## config.mk

```make
export PLATFORM = sky130hd
export DESIGN_NAME = axi_rd_arbiter
export DESIGN_NICKNAME = d
export VERILOG_FILES = /design/src/rtl/axi_rd_arbiter.sv
export SDC_FILE = /design/constraint.sdc
export NUM_CORES = 1
export LEC_CHECK = 0
export CORE_AREA = 2 2 97 99
export CTS_CLUSTER_SIZE = 14
export DETAILED_ROUTE_END_ITERATION = 7
export DIE_AREA = 0 0 99 101
export GPL_ROUTABILITY_DRIVEN = 0
export PLACE_DENSITY = 0.76
export SYNTH_ARGS = -nofsm -noshare
export SYNTH_HDL_FRONTEND = slang
export SYNTH_SLANG_ARGS = --single-unit
```

## constraint.sdc

```tcl
create_clock -name clk -period 1.5 [get_ports clk]
set_clock_uncertainty 0.1 [all_clocks]
set_input_delay 0.15 -clock clk [delete_from_list [all_inputs] [get_ports clk]]
set_output_delay 0.15 -clock clk [all_outputs]
set_load 0.005 [all_outputs]
```

## src/rtl/axi_rd_arbiter.sv

```systemverilog
// Two-master AXI read-channel arbiter: icache and dcache share one AR/R path,
// one burst in flight at a time, round-robin on simultaneous requests.
module axi_rd_arbiter #(
    parameter logic [3:0] ID_I    = 4'd0,
    parameter logic [3:0] ID_D    = 4'd1,
    parameter logic [2:0] ARSIZE  = 3'd2,
    parameter logic [1:0] ARBURST = 2'b01
) (
    input  logic        clk,
    input  logic        resetn,
    // icache
    input  logic [31:0] i_araddr,
    input  logic [7:0]  i_arlen,
    input  logic        i_arvalid,
    output logic        i_arready,
    output logic [31:0] i_rdata,
    output logic        i_rlast,
    output logic        i_rvalid,
    input  logic        i_rready,
    // dcache
    input  logic [31:0] d_araddr,
    input  logic [7:0]  d_arlen,
    input  logic        d_arvalid,
    output logic        d_arready,
    output logic [31:0] d_rdata,
    output logic        d_rlast,
    output logic        d_rvalid,
    input  logic        d_rready,
    // AXI read master
    output logic [3:0]  arid,
    output logic [31:0] araddr,
    output logic [7:0]  arlen,
    output logic [2:0]  arsize,
    output logic [1:0]  arburst,
    output logic        arvalid,
    input  logic        arready,
    input  logic [3:0]  rid,
    input  logic [31:0] rdata,
    input  logic [1:0]  rresp,
    input  logic        rlast,
    input  logic        rvalid,
    output logic        rready
);

    typedef enum logic [1:0] {
        IDLE = 2'd0,
        ADDR = 2'd1,
        DATA = 2'd2
    } state_e;

    // grant / last_grant encoding: 0 = icache, 1 = dcache
    state_e state_q, state_d;
    logic   grant_q, grant_d;
    logic   last_grant_q, last_grant_d;

    always_ff @(posedge clk or negedge resetn) begin
        if (!resetn) begin
            state_q      <= IDLE;
            grant_q      <= 1'b0;
            last_grant_q <= 1'b1;
        end else begin
            state_q      <= state_d;
            grant_q      <= grant_d;
            last_grant_q <= last_grant_d;
        end
    end

    always_comb begin
        state_d      = state_q;
        grant_d      = grant_q;
        last_grant_d = last_grant_q;
        arvalid      = 1'b0;
        araddr       = '0;
        arlen        = '0;
        arid         = '0;
        rready       = 1'b0;
        i_arready    = 1'b0;
        d_arready    = 1'b0;
        i_rvalid     = 1'b0;
        d_rvalid     = 1'b0;
        i_rlast      = 1'b0;
        d_rlast      = 1'b0;

        case (state_q)
            IDLE: begin
                if (i_arvalid || d_arvalid) begin
                    state_d = ADDR;
                    if (i_arvalid && d_arvalid) grant_d = ~last_grant_q;
                    else                        grant_d = d_arvalid;
                end
            end

            ADDR: begin
                // Requester holds its address stable until arready, so the
                // live inputs are muxed straight through by the registered grant.
                arvalid = 1'b1;
                araddr  = grant_q ? d_araddr : i_araddr;
                arlen   = grant_q ? d_arlen  : i_arlen;
                arid    = grant_q ? ID_D     : ID_I;
                if (grant_q) d_arready = arready;
                else         i_arready = arready;
                if (arready) begin
                    state_d      = DATA;
                    last_grant_d = grant_q;
                end
            end

            DATA: begin
                arid   = grant_q ? ID_D : ID_I;
                rready = grant_q ? d_rready : i_rready;
                if (grant_q) begin
                    d_rvalid = rvalid;
                    d_rlast  = rlast;
                end else begin
                    i_rvalid = rvalid;
                    i_rlast  = rlast;
                end
                if (rvalid && rready && rlast) state_d = IDLE;
            end

            default: state_d = IDLE;
        endcase
    end

    // Data is fanned out unqualified; only the granted side sees rvalid.
    assign i_rdata = rdata;
    assign d_rdata = rdata;
    assign arsize  = ARSIZE;
    assign arburst = ARBURST;

    logic unused_rresp;
    assign unused_rresp = ^rresp;

    a_rid_matches_grant: assert property (
        @(posedge clk) disable iff (!resetn)
        (state_q == DATA && rvalid) |-> (rid == arid)
    );

endmodule

```

==> flow_summary_export.csv <==
group,metric,value,unit
outcome,status,"finished with violations",
outcome,failed_checks,"negative setup slack",
worst_setup_path,ff2ff_path_depth,6,
timing,whs,0.0530,ns
clocking,clkTransAtPathRegs,0.03,ns
routing,wirelength,5730,um
die,pin_count,248,
clocking,htree_num_levels,1,
logic_synthesis,yosysTopAreaCellShare,35.4,%
routing,via_count,1571,
logic_synthesis,synth_cells,195,
worst_setup_path,crit_required,1.50,ns
worst_setup_path,path_max_fanout,6,
logic_synthesis,synthTopCellsByArea,"buf_4 35%, mux2i_1 27%, nor2b_1 17%",
timing,maxSlewViolCount,0,
clocking,clk_path_buf_depth,2,
timing,period_needed,1.69,ns
power,power,4590,uW
finish,n_antenna_cell,0,
clocking,clock_latency,0.22,ns
clocking,hold_buffers,0,
worst_setup_path,start_kind,"register",
run,maxCapViolCount,0,
timing,max_freq,593,MHz
clocking,cts_buffers,3,
power,ir_worst_vdd,0.962,mV
global_routing,track_usage,10.2,%
place,hpwl,3980,um
die,initial_core_util,17.2,%
finish,fin_cells,408,
finish,fillers,941,
global_routing,grt_use_met1,9.73,%
global_routing,grt_max_degree,15,
finish,fin_nets,428,
global_routing,grt_most_used_layer,"met2",
worst_setup_path,r2r-start,"grant_q$_DFFE_PN0P_",
routing,first_iter_violations,14,
clocking,cts_tree,"built",
routing,drc,0,
logic_synthesis,yosys_warnings,0,
finish,drive_gt1_share,40.1,%
worst_setup_path,arrival,1.68,ns
routing,ant_nets,0,
worst_setup_path,crit_type,"reg2reg",
global_routing,antenna_found_initial,0,
power,power.density,1560,nW/um^2
timing,rsz0062_at_grt,"yes",
routing,via_per_inst,3.85,
timing,postLayoutSetupSlackWorst,-0.185,ns
timing,final.period_utilization,112,%
die,die_h,101,um
global_routing,grt_pass1_vias,1582,
logic_synthesis,ys_seq_elements,4,
global_routing,use_met3,2.01,%
die,rows,35,
routing,wl_per_cell,14.1,um
finish,syn2layout_area_growth,90.6,%
global_routing,grt_pass1_wl,8070,um
clocking,clk_root_buffer_cell,"clkbuf_8",
clocking,cts_num_sinks,4,
worst_setup_path,worstReg2RegEnd,"state_q[0]$_DFFE_PN0P_",
place,port_buffers,137,
die,die_area,10000,sq um
timing,setup_violations,48,
timing,final_hold_viol_count,0,
timing,finalSetupTns,-5.26,ns
logic_synthesis,syn-cell-area,1550,sq um
routing,dr.pass1.iters,2,
min_path,hold_path_class,"in2async",
logic_synthesis,syn_avg_cell_area,7.93,sq um
logic_synthesis,seq_area_frac_synth,6.55,%
worst_setup_path,rrSetupSlack,-0.19,ns
die,core_area,8980,sq um
global_routing,gr-usage-met2,21.0,%
logic_synthesis,synth_top_cell_by_area,"buf_4",
power,power.leakage,0.00139,uW
die,die_x,99,um
global_routing,grt_overflow,0,
place,dp.cells,377,
worst_setup_path,crit_path_end_kind,"register",
logic_synthesis,ys_types,21,
==> cell families (layout without fill, tap and decap cells) <==
logic type      after synthesis  after routing  share of synthesized area [%]
compound gates                4              4                           1.78
mux                          43             43                           28.0
flops                         4              4                           6.55
fa+ha+maj                     3              3                           2.43
buf+inv                      84            180                           39.3
other cells                   2              8                          0.486
simple gates                 55             55                           21.4
==> synth_stat cells <==
master,n
o21ai_1,1
nor2b_1,42
buf_4,73
and2_1,1
buf_2,3
and3_1,3
a21o_1,1
clkbuf_1,4
mux2_1,2
a32o_1,1
ha_1,3
inv_1,2
mux2i_1,41
nor2_1,2
dfrtp_1,3
dfstp_2,1
nand2_1,5
buf_6,2
a21oi_1,1
and3b_1,2
conb_1,2
==> layer usage <==
metal / wire length [um] / share of wire [%]
met5: 0 / 0
met1: 1890 / 33
met2: 3090 / 54
met4: 141 / 2.5
met3: 607 / 11
==> where the power goes <==
part | internal (uW) | switching, uW
Sequential | 175 | 90.6
Clock | 182 | 64.8
Combinational | 2600 | 1470
Total | 2950 | 1630
==> stage by stage <==
stage | setup slack [ns] | utilization (%) | cell area, sq um
2_1_floorplan | 0.0304 | - | 1570
3_3_place_gp | -0.253 | 28.9 | 2590
3_5_place_dp | -0.272 | 28.9 | 2590
4_1_cts | -0.238 | 32.1 | 2880
5_1_grt | -0.236 | 32.8 | 2950
6_report | -0.185 | 32.8 | 2950
==> worst max-delay path: stages (launching register included) <==
cell and delay (ns):
dfrtp_2 0.49, buf_6 0.16, buf_6 0.11, mux2i_4 0.18, o21ai_2 0.14, nand2_2 0.09
mux2_4 0.30
==> area by class of cell <==
| type | count | area [sq um] | area share, % |
|---|---|---|---|
| Clock buffer | 4 | 45.0 | 1.53 |
| Multi-Input combinational cell | 113 | 991 | 33.6 |
| Tap cell | 111 | 139 | 4.71 |
| Inverter | 2 | 12.5 | 0.424 |
| Sequential cell | 4 | 103 | 3.48 |
| Timing Repair Buffer | 174 | 1660 | 56.2 |
==> registers in the layout, summed over array words and instances (netlist names) <==
| register | flops |
|---|---|
| grant_q | 1 |
| last_grant_q | 1 |
| state_q | 2 |
==> worst max-delay path by stage <==
stage	from	endpoint	cells after the start
6_report	grant_q$_DFFE_PN0P_	state_q[0]$_DFFE_PN0P_	6
5_1_grt	grant_q$_DFFE_PN0P_	araddr[30]	5
4_1_cts	grant_q$_DFFE_PN0P_	araddr[31]	7
3_5_place_dp	state_q[1]$_DFFE_PN0P_	araddr[24]	5
3_3_place_gp	state_q[1]$_DFFE_PN0P_	araddr[23]	5
2_1_floorplan	state_q[1]$_DFFE_PN0P_	state_q[0]$_DFFE_PN0P_	6
==> cell usage in the layout, fill, tap and decap left out, types with 2 or more instances in the layout <==
| master | netlist | final |
|---|---|---|
| mux2i_1 | 41 | 31 |
| buf_2 | 3 | 43 |
| and3b_1 | 2 | 2 |
| buf_16 | 0 | 3 |
| nor2b_1 | 42 | 39 |
| buf_4 | 73 | 7 |
| mux2_4 | 0 | 2 |
| buf_6 | 2 | 21 |
| clkdlybuf4s50_1 | 0 | 88 |
| buf_12 | 0 | 5 |
| buf_8 | 0 | 3 |
| clkbuf_8 | 0 | 3 |
| mux2i_2 | 0 | 9 |
| ha_4 | 0 | 3 |
| nor2b_2 | 0 | 3 |
| dfrtp_1 | 3 | 2 |
| clkbuf_2 | 0 | 2 |
| and3_4 | 0 | 3 |
| nand2_1 | 5 | 3 |
| conb_1 | 2 | 8 |
| nand2_2 | 0 | 2 |
==> repair_timing <==
item | 4_1_cts | 5_1_grt
pin swaps | 4 | 4
buffers inserted | 20 | 6
endpoints found under the setup margin | 51 | 49
gates cloned | 6 | 1
gates resized for setup | 220 | 39
No activity file was read; power rests on OpenSTA's default activity.
